--- config.mk ---
export PLATFORM = sky130hd
export DESIGN_NAME = fn1_mul_acc_stage
export DESIGN_NICKNAME = d
export VERILOG_FILES = /design/src/rtl/fn1_pkg.sv /design/src/rtl/fn1_tag_delay.sv /design/src/rtl/fn1_mul_acc_stage.sv
export SDC_FILE = /design/constraint.sdc
export NUM_CORES = 1
export LEC_CHECK = 0
export BUFFER_PORTS_ARGS = -buffer_cell sky130_fd_sc_hd__buf_2
export CAP_MARGIN = 0
export CORE_ASPECT_RATIO = 1.25
export CORE_MARGIN = 2
export CORE_UTILIZATION = 45
export DETAILED_ROUTE_END_ITERATION = 10
export PLACE_DENSITY = 0.66
export SETUP_SLACK_MARGIN = 0.1
export SYNTH_ARGS = -nofsm -noshare
export SYNTH_HDL_FRONTEND = slang
export SYNTH_SLANG_ARGS = --single-unit
--- constraint.sdc ---
create_clock -name clk -period 3.5 [get_ports clk]
set_clock_uncertainty 0.2 [all_clocks]
set_input_delay 0.7 -clock clk [delete_from_list [all_inputs] [get_ports clk]]
set_output_delay 0.7 -clock clk [all_outputs]
set_load 0.03 [all_outputs]
--- src/rtl/fn1_pkg.sv ---
// fn1 multiply-accumulate slice: shared types and defaults.
// Holds accumulator state encoding and tag layout.
package fn1_pkg;

    localparam int LAT_DEF = 4;
    localparam int DW_DEF  = 16;
    localparam int CW_DEF  = 8;

    typedef enum logic {
        EMPTY = 1'b0,
        ACCUM = 1'b1
    } acc_state_e;

    typedef struct packed {
        logic vld;
        logic last;
    } tag_t;

endpackage

--- src/rtl/fn1_tag_delay.sv ---
// fn1 tag delay line: depth-stage shift register.
// Advances only when en is high so it tracks the multiplier pipe.
module fn1_tag_delay #(
    parameter int depth = 4,
    parameter int width = 2
) (
    input  logic             clk,
    input  logic             reset,
    input  logic             en,
    input  logic [width-1:0] din,
    output logic [width-1:0] dout
);

    logic [width-1:0] pipe [depth];

    // shift tags one stage per enabled cycle; reset drops everything in flight
    always_ff @(posedge clk) begin
        if (reset) begin
            for (int i = 0; i < depth; i++) begin
                pipe[i] <= '0;
            end
        end else if (en) begin
            pipe[0] <= din;
            for (int i = 1; i < depth; i++) begin
                pipe[i] <= pipe[i-1];
            end
        end
    end

    assign dout = pipe[depth-1];

endmodule

--- src/rtl/fn1_mul_acc_stage.sv ---
// fn1 accumulate stage: sums signed products of an external
// multiplier into groups delimited by in_last, with backpressure.
module fn1_mul_acc_stage
    import fn1_pkg::*;
#(
    parameter int LAT = LAT_DEF,
    parameter int DW  = DW_DEF,
    parameter int CW  = CW_DEF
) (
    input  logic                 clk,
    input  logic                 reset,
    input  logic                 in_vld,
    input  logic                 in_last,
    output logic                 in_rdy,
    output logic                 mul_ce,
    input  logic signed [DW-1:0] mul_dout,
    output logic                 sum_vld,
    input  logic                 sum_rdy,
    output logic signed [DW-1:0] sum_data,
    output logic        [CW-1:0] sum_cnt
);

    acc_state_e           state, state_d;
    logic signed [DW-1:0] acc, acc_d, acc_next;
    logic        [CW-1:0] cnt, cnt_d, cnt_inc;
    logic                 sum_vld_d;
    logic signed [DW-1:0] sum_data_d;
    logic        [CW-1:0] sum_cnt_d;
    logic        [1:0]    tail_bits;
    tag_t                 tail;

    assign mul_ce = (!sum_vld || sum_rdy) && !reset;
    assign in_rdy = mul_ce;

    fn1_tag_delay #(
        .depth(LAT),
        .width(2)
    ) u_tags (
        .clk  (clk),
        .reset(reset),
        .en   (mul_ce),
        .din  ({in_vld, in_vld && in_last}),
        .dout (tail_bits)
    );

    assign tail = tag_t'(tail_bits);

    // next accumulator, count and result register contents
    always_comb begin
        state_d    = state;
        acc_d      = acc;
        cnt_d      = cnt;
        sum_vld_d  = sum_vld;
        sum_data_d = sum_data;
        sum_cnt_d  = sum_cnt;
        cnt_inc    = (cnt == {CW{1'b1}}) ? cnt : cnt + 1'b1;
        acc_next   = mul_dout;
        unique case (state)
            EMPTY: acc_next = mul_dout;
            ACCUM: acc_next = acc + mul_dout;
            default: acc_next = mul_dout;
        endcase
        if (sum_vld && sum_rdy) begin
            sum_vld_d = 1'b0;
        end
        if (mul_ce && tail.vld) begin
            if (tail.last) begin
                sum_vld_d  = 1'b1;
                sum_data_d = acc_next;
                sum_cnt_d  = cnt_inc;
                acc_d      = '0;
                cnt_d      = '0;
                state_d    = EMPTY;
            end else begin
                acc_d   = acc_next;
                cnt_d   = cnt_inc;
                state_d = ACCUM;
            end
        end
    end

    // register FSM, accumulator and completed-sum outputs
    always_ff @(posedge clk) begin
        if (reset) begin
            state    <= EMPTY;
            acc      <= '0;
            cnt      <= '0;
            sum_vld  <= 1'b0;
            sum_data <= '0;
            sum_cnt  <= '0;
        end else begin
            state    <= state_d;
            acc      <= acc_d;
            cnt      <= cnt_d;
            sum_vld  <= sum_vld_d;
            sum_data <= sum_data_d;
            sum_cnt  <= sum_cnt_d;
        end
    end

endmodule
==> results of run 1 <==
tightest hold or removal path, cell delays in order, from the launching register on:
cell and delay, ns:
dfxtp_1 0.31, nand3b_1 0.07, o21ai_1 0.06
worst max-delay path by stage:
stage	cells past startpoint	endpoint	slack, ns	startpoint
final	10	acc[12]	0.76	mul_dout[0]
after detailed placement	10	sum_data[12]	0.42	mul_dout[0]
after global routing	10	sum_data[12]	0.57	mul_dout[0]
after floorplan	9	acc[12]	0.81	mul_dout[0]
after CTS	10	sum_data[12]	0.78	mul_dout[0]
after global placement	10	sum_data[12]	0.44	mul_dout[0]
layout by cell type (no fill, tap or decap), drive strengths merged, types with 9 or more instances in the layout:
master and count:
buf 53, mux2i 16, o21ai 45, dfxtp 50
xnor2 11, nor2 28, and2 12, clkbuf 9
nand3b 35, nand2 21, ha 16, a21oi 32
power by group through the flow:
stage	Combinational, W	Sequential (W)	Clock [W]
finish	0.0000975	0.000682	0.000664
floorplan	0.0000692	0.000695	0
global route	0.000108	0.000682	0.000708
global placement	0.0000965	0.000696	0
detailed placement	0.0000972	0.000697	0
CTS	0.0000981	0.000682	0.000677
metrics by stage:
stage                     util (%)  total power [W]  hold slack [ns]
final                         53.1          0.00144            0.284
after global routing          53.1          0.00150            0.312
after CTS                     53.1          0.00146            0.286
after detailed placement      50.1         0.000794            0.268
after global placement        50.1         0.000793            0.264
after floorplan                  -         0.000764            0.258
layer usage:
| metal | GRT usage, % | up-vias | share of wire [%] | wire (µm) |
|---|---|---|---|---|
| li1 | - | 1314 | - | - |
| met1 | 22.7 | 1246 | 45 | 3150 |
| met2 | 32.3 | 48 | 50 | 3460 |
| met3 | 4.55 | 9 | 3.5 | 241 |
| met4 | 6.34 | 0 | 1.2 | 85 |
| met5 | 0 | - | 0 | 0 |
layout make-up:
| cell class | count | area [µm²] | share of cell area, % |
|---|---|---|---|
| clock buffer | 9 | 124 | 3.41 |
| clock inverter | 7 | 83.8 | 2.31 |
| inverter | 4 | 15.0 | 0.413 |
| multi-input combinational | 264 | 1780 | 48.9 |
| sequential | 58 | 1240 | 34.1 |
| tap | 90 | 113 | 3.10 |
| timing repair buffer | 53 | 280 | 7.71 |
sequential cells by signal, indices dropped and copies added, names as in the netlist:
register,flops
cnt,8
acc,16
sum_cnt,8
state,1
u_tags.pipe,8
sum_data,16
sum_vld,1
cell families (layout without fill, tap and decap cells):
| logic type | Yosys count | in the layout |
|---|---|---|
| flip-flops | 58 | 58 |
| multiplexers | 17 | 17 |
| buffers and inverters | 26 | 73 |
| XOR/XNOR | 18 | 18 |
| AND/OR/NAND/NOR | 117 | 117 |
| AO/OA/AOI/OAI | 95 | 95 |
| adder cells (fa/ha/maj) | 17 | 17 |
==> flow_metrics.py, run 1 <==
metrics = {
    "synth": {
        "async_flop_share_pct": 0,
        "ys_seq_area_share_pct": 39.6,
        "synth_enable_flop_cells": 8,
        "synth-xor-area-share_pct": 5.02,
        "synth_top_family_by_area": "simple AND/OR/NAND/NOR gates",
        "yosys-top-cells-area": "dfxtp_1 (32%), nand3b_1 (8.4%), edfxtp_1 (7.7%), ha_1 (6.4%), o21ai_0 (5.9%)",
        "ys.flop_type": "dfxtp_1",
        "yosysMostFrequentCell": "dfxtp_1",
        "synthesis.instances": 348,
        "synthSimpleGateAreaFrac_pct": 21.4,
        "syn_nets": 386,
        "yosysTopAreaCellShare_pct": 31.9,
        "synth.largest_area_cell": "dfxtp_1",
        "syn_area_per_cell_um2": 9.02,
        "synthMuxAreaShare_pct": 5.46,
        "synth_seq_cells": 58,
        "synth_common_cells": "dfxtp_1 (50), o21ai_0 (37), nand3b_1 (35), a21oi_1 (29), nor2_1 (28)",
        "synthAdderAreaFrac_pct": 7.02,
        "syn_area_um2": 3140,
        "synth-compound-area-share_pct": 17.8,
        "ys_types": 44,
        "yosysWarnings": 0,
    },
    "timing": {
        "slew_violations": 0,
        "finalCritPeriodShare_pct": 78.4,
        "hold_viol": 0,
        "tns_ns": 0,
        "relSlewSlack_pct": 31.9,
        "max_freq_ghz": 0.365,
        "setup_slack_ns": 0.758,
        "setup_viol": 0,
        "worstMarginPinSlew_ns": 1.02,
        "fin_crit_ns": 2.74,
        "rsz0062_at_grt": "false",
    },
    "clock_tree": {
        "cts_resized": 0,
        "cts_buffers": 9,
        "clk-insertion-delay-late_ns": 0.34,
        "cts_tree": "yes",
        "cts_setup_buffers": 0,
        "cts_root_buf": "clkbuf_8",
        "h-tree-depth": 3,
        "ctsHoldBuffers": 0,
        "cts.sinks": 58,
        "cts.path.max_buffers": 2,
        "cts.clk_slew.worst_paths_ns": 0.06,
    },
    "placement": {
        "hpwlAfterDp_mm": 4.77,
        "numPortBuffers": 47,
        "dpl.cell_count": 469,
        "gp_congestion": 0.828,
        "place_area_um2": 3430,
        "place_ws_ns": 0.415,
    },
    "global_route": {
        "grt_pass1_vias": 2608,
        "grtUsageTotal_pct": 18.8,
        "antenna_found_initial": 0,
        "grt_pass1_wl_mm": 11.6,
        "grt_remaining_overflow": 0,
        "grt_max_degree": 51,
    },
    "setup_path": {
        "cpMaxStageDelayCell": "fa_1",
        "reg2reg_to": "acc[12]",
        "critPathMaxFanout": 3,
        "crit_family": "compound AO/OA/AOI/OAI gates",
        "arrival_ns": 2.76,
        "crit_top_cell": "o21ai_0",
        "critPathBufInv": 1,
        "crit_required_ns": 3.52,
        "start_kind": "input port",
        "rr_startpoint": "acc[0]",
        "crit_chain": "buf_2 > ha_1 > fa_1 > a21oi_1 > o211ai_2 > a21boi_0 > o21ai_0 > xor2_1 > mux2i_1 > o21ai_0",
        "critical_path_class": "input port to register",
        "r2r_cells": 9,
        "max_stage_delay_ns": 0.41,
        "r2r_setup_slack_ns": 0.92,
        "endpoint_kind": "register",
    },
    "run_status": {
        "outcome": "completed",
    },
    "cells_and_area": {
        "diodes": 0,
        "instances_no_fill": 485,
        "nets": 428,
        "fin_area_um2": 3640,
        "drive_gt1_share_pct": 20.0,
        "fillers": 658,
        "synthToLayoutAreaGrowth_pct": 15.9,
    },
    "power_and_ir_drop": {
        "power_frac_seq_pct": 47.2,
        "pwr-share-comb_pct": 6.8,
        "power_density_nw_per_um2": 397,
        "switching_share_pct": 23.0,
        "p_leak_nw": 1.50,
        "power_switching_w": 0.000331,
        "max-vdd-ir-drop_mv": 0.192,
        "power.internal_w": 0.00111,
        "clkPwrFrac_pct": 46.0,
    },
    "floorplanning": {
        "start_util_pct": 45.8,
        "num_io_pins": 48,
        "dieArea_um2": 7660,
        "chipHeight_um": 97.4,
        "row_count": 34,
        "die_w_um": 78.7,
        "core-area_um2": 6850,
    },
    "drt": {
        "drt-initial-drc-count": 142,
        "totalWireLength_mm": 6.94,
        "dr.pass1.iters": 4,
        "wl_per_cell_um": 14.3,
        "final_antenna_net_count": 0,
        "vias": 2617,
        "drc": 0,
        "vias_per_cell": 5.40,
    },
    "min_path": {
        "min_from": "sum_data[15]",
        "worstHoldPathType": "register to register",
        "hold_depth": 2,
        "holdPathEnd": "sum_data[15]",
    },
    "flow_run": {
        "drv_cap": 0,
    },
}
Power figures use the tool's default switching activity.
==> inputs of run 2 (changes only) <==
--- a/config.mk
+++ b/config.mk
@@ -11,7 +11,7 @@
 export CORE_MARGIN = 2
 export CORE_UTILIZATION = 45
 export DETAILED_ROUTE_END_ITERATION = 10
-export PLACE_DENSITY = 0.66
+export PLACE_DENSITY = 0.68
 export SETUP_SLACK_MARGIN = 0.1
 export SYNTH_ARGS = -nofsm -noshare
 export SYNTH_HDL_FRONTEND = slang
==> constraint.sdc (replaced) <==
create_clock -name clk -period 2.45 [get_ports clk]
set_clock_uncertainty 0.2 [all_clocks]
set_input_delay 0.49 -clock clk [delete_from_list [all_inputs] [get_ports clk]]
set_output_delay 0.49 -clock clk [all_outputs]
set_load 0.03 [all_outputs]
==> flow_metrics.py, run 2 (synthesis results as in run 1) <==
metrics = {
    "run_status": {
        "outcome": "completed",
    },
    "drt": {
        "met1_length_mm": 3.07,
        "routed.top_layer": "met4",
        "totalWireLength_mm": 7.02,
        "vias_per_cell": 5.28,
        "met3_length_um": 222,
        "final_antenna_net_count": 0,
        "vias": 2674,
        "wl_per_cell_um": 13.9,
        "dr.pass1.iters": 6,
        "drt-initial-drc-count": 94,
        "route.met2.wl_mm": 3.60,
        "drc": 0,
    },
    "power_and_ir_drop": {
        "max-vdd-ir-drop_mv": 0.332,
        "switching_share_pct": 22.7,
        "power_switching_w": 0.000472,
        "p_leak_nw": 1.60,
        "clkPwrFrac_pct": 45.5,
        "pwr-share-comb_pct": 7.7,
        "power_frac_seq_pct": 46.8,
        "power_density_nw_per_um2": 543,
        "power.internal_w": 0.00161,
        "power_w": 0.00208,
    },
    "cells_and_area": {
        "instances_no_fill": 506,
        "fillers": 629,
        "nets": 449,
        "layout_common_cells": "dfxtp_1 (49), buf_2 (47), nand3b_1 (35)",
        "reg_top3": "acc x16, sum_data x16",
        "final_common_cell": "dfxtp_1",
        "drive_gt1_share_pct": 25.7,
        "diodes": 0,
        "synthToLayoutAreaGrowth_pct": 22.0,
    },
    "clock_tree": {
        "cts_root_buf": "clkbuf_8",
        "cts_tree": "yes",
        "cts_buffers": 9,
        "h-tree-depth": 3,
        "cts.clk_slew.worst_paths_ns": 0.07,
        "cts.path.max_buffers": 2,
        "clk-insertion-delay-late_ns": 0.35,
        "cts.sinks": 58,
    },
    "setup_path": {
        "start_kind": "register",
        "critical_path_class": "register to register",
        "crit_family": "adder cells",
        "reg2reg_to": "sum_data[14]",
        "critPathBufInv": 1,
        "critPathMaxFanout": 3,
        "cpMaxStageDelayCell": "fa_2",
        "max_stage_delay_ns": 0.42,
        "endpoint_kind": "register",
        "crit_chain": "ha_4 > fa_2 > a21oi_4 > o211ai_2 > buf_4 > nand2_1 > o31ai_2 > xor2_1 > mux2i_1 > o21ai_1",
        "cp.depth": 10,
        "cp-endpoint": "sum_data[14]",
        "crit_required_ns": 2.47,
        "arrival_ns": 2.33,
        "crit_start": "acc[0]",
        "r2r_cells": 10,
        "rr_startpoint": "acc[0]",
        "r2r_setup_slack_ns": 0.15,
    },
    "timing": {
        "setup_slack_ns": 0.147,
        "setup_viol": 0,
        "slew_violations": 0,
        "fin_crit_ns": 2.30,
        "worstMarginPinSlew_ns": 0.435,
        "max_freq_ghz": 0.434,
        "tns_ns": 0,
        "hold_viol": 0,
        "relSlewSlack_pct": 71.0,
        "finalCritPeriodShare_pct": 94.0,
        "rsz0062_at_grt": "true",
    },
    "placement": {
        "dpl.cell_count": 487,
        "gp_congestion": 0.896,
        "hpwlAfterDp_mm": 4.92,
        "numPortBuffers": 47,
        "place_ws_ns": -0.113,
    },
    "floorplanning": {
        "num_io_pins": 48,
        "chipHeight_um": 97.4,
        "die_w_um": 78.7,
        "start_util_pct": 45.8,
        "row_count": 34,
        "dieArea_um2": 7660,
        "core-area_um2": 6850,
    },
    "global_route": {
        "grt_pass1_wl_mm": 11.8,
        "grt_max_degree": 51,
        "grtUsageTotal_pct": 19.4,
        "grt_remaining_overflow": 0,
        "antenna_found_initial": 0,
        "grt_pass1_vias": 2674,
    },
    "flow_run": {
        "drv_cap": 0,
    },
    "min_path": {
        "hold_depth": 2,
        "worstHoldPathType": "input port to register",
    },
}
==> run 2: cell count changes in the layout (fill, tap and decap cells not counted), moves of 2 or more <==
cell,before,now
buf_4,6,27
o21ai_0,37,34
clkinv_1,3,1
o21ai_1,7,9
==> run 2: power groups by stage <==
stage | sequential, W | combinational [W] | clock [W]
6_report | 0.000973 | 0.000160 | 0.000947
2_1_floorplan | 0.000992 | 0.0000996 | 0
3_3_place_gp | 0.000994 | 0.000155 | 0
3_5_place_dp | 0.000994 | 0.000157 | 0
5_1_grt | 0.000973 | 0.000178 | 0.00101
4_1_cts | 0.000973 | 0.000159 | 0.000966
==> run 2: final cells by class <==
cell class,count,area [µm²],share of cell area (%)
Sequential cell,58,1240,32.4
Clock inverter,6,81.3,2.12
Inverter,4,15.0,0.392
Multi-Input combinational cell,264,1810,47.3
Timing Repair Buffer,74,438,11.4
Tap cell,90,113,2.94
Clock buffer,10,128,3.33
==> run 2: worst min path at each step <==
stage	start	to	slack, ns
final	in_vld	u_tags.pipe[0][1]	0.24
after global routing	in_vld	u_tags.pipe[0][1]	0.22
after CTS	in_last	u_tags.pipe[0][0]	0.23
after detailed placement	sum_cnt[1]	sum_cnt[1]	0.27
after global placement	sum_data[8]	sum_data[8]	0.26
after floorplan	acc[3]	acc[3]	0.26
==> run 2: worst reg2reg max path, stage by stage (launching register included) <==
cell and delay, ns:
dfxtp_2 0.34, ha_4 0.16, fa_2 0.42, a21oi_4 0.17, o211ai_2 0.11, buf_4 0.15, nand2_1 0.10, o31ai_2 0.08
xor2_1 0.15, mux2i_1 0.21, o21ai_1 0.10
==> run 2: what timing repair did <==
action,CTS,global route
buffers inserted,0,3
endpoints found under the setup margin,0,3
resized for setup,0,8
hold buffers,0,0
==> run 2: per-stage QoR <==
step	instance area [µm²]	hold WS (ns)	util [%]
2_1_floorplan	3150	0.258	-
3_3_place_gp	3570	0.263	52.2
3_5_place_dp	3570	0.271	52.2
4_1_cts	3780	0.228	55.2
5_1_grt	3830	0.220	55.9
6_report	3830	0.237	55.9
==> run 2: layer usage <==
layer  vias to the layer above  GRT usage [%]
met4                         0           8.64
met3                        14           5.30
met2                        42           33.0
met1                      1256           22.5
met5                         -              0
li1                       1362              -
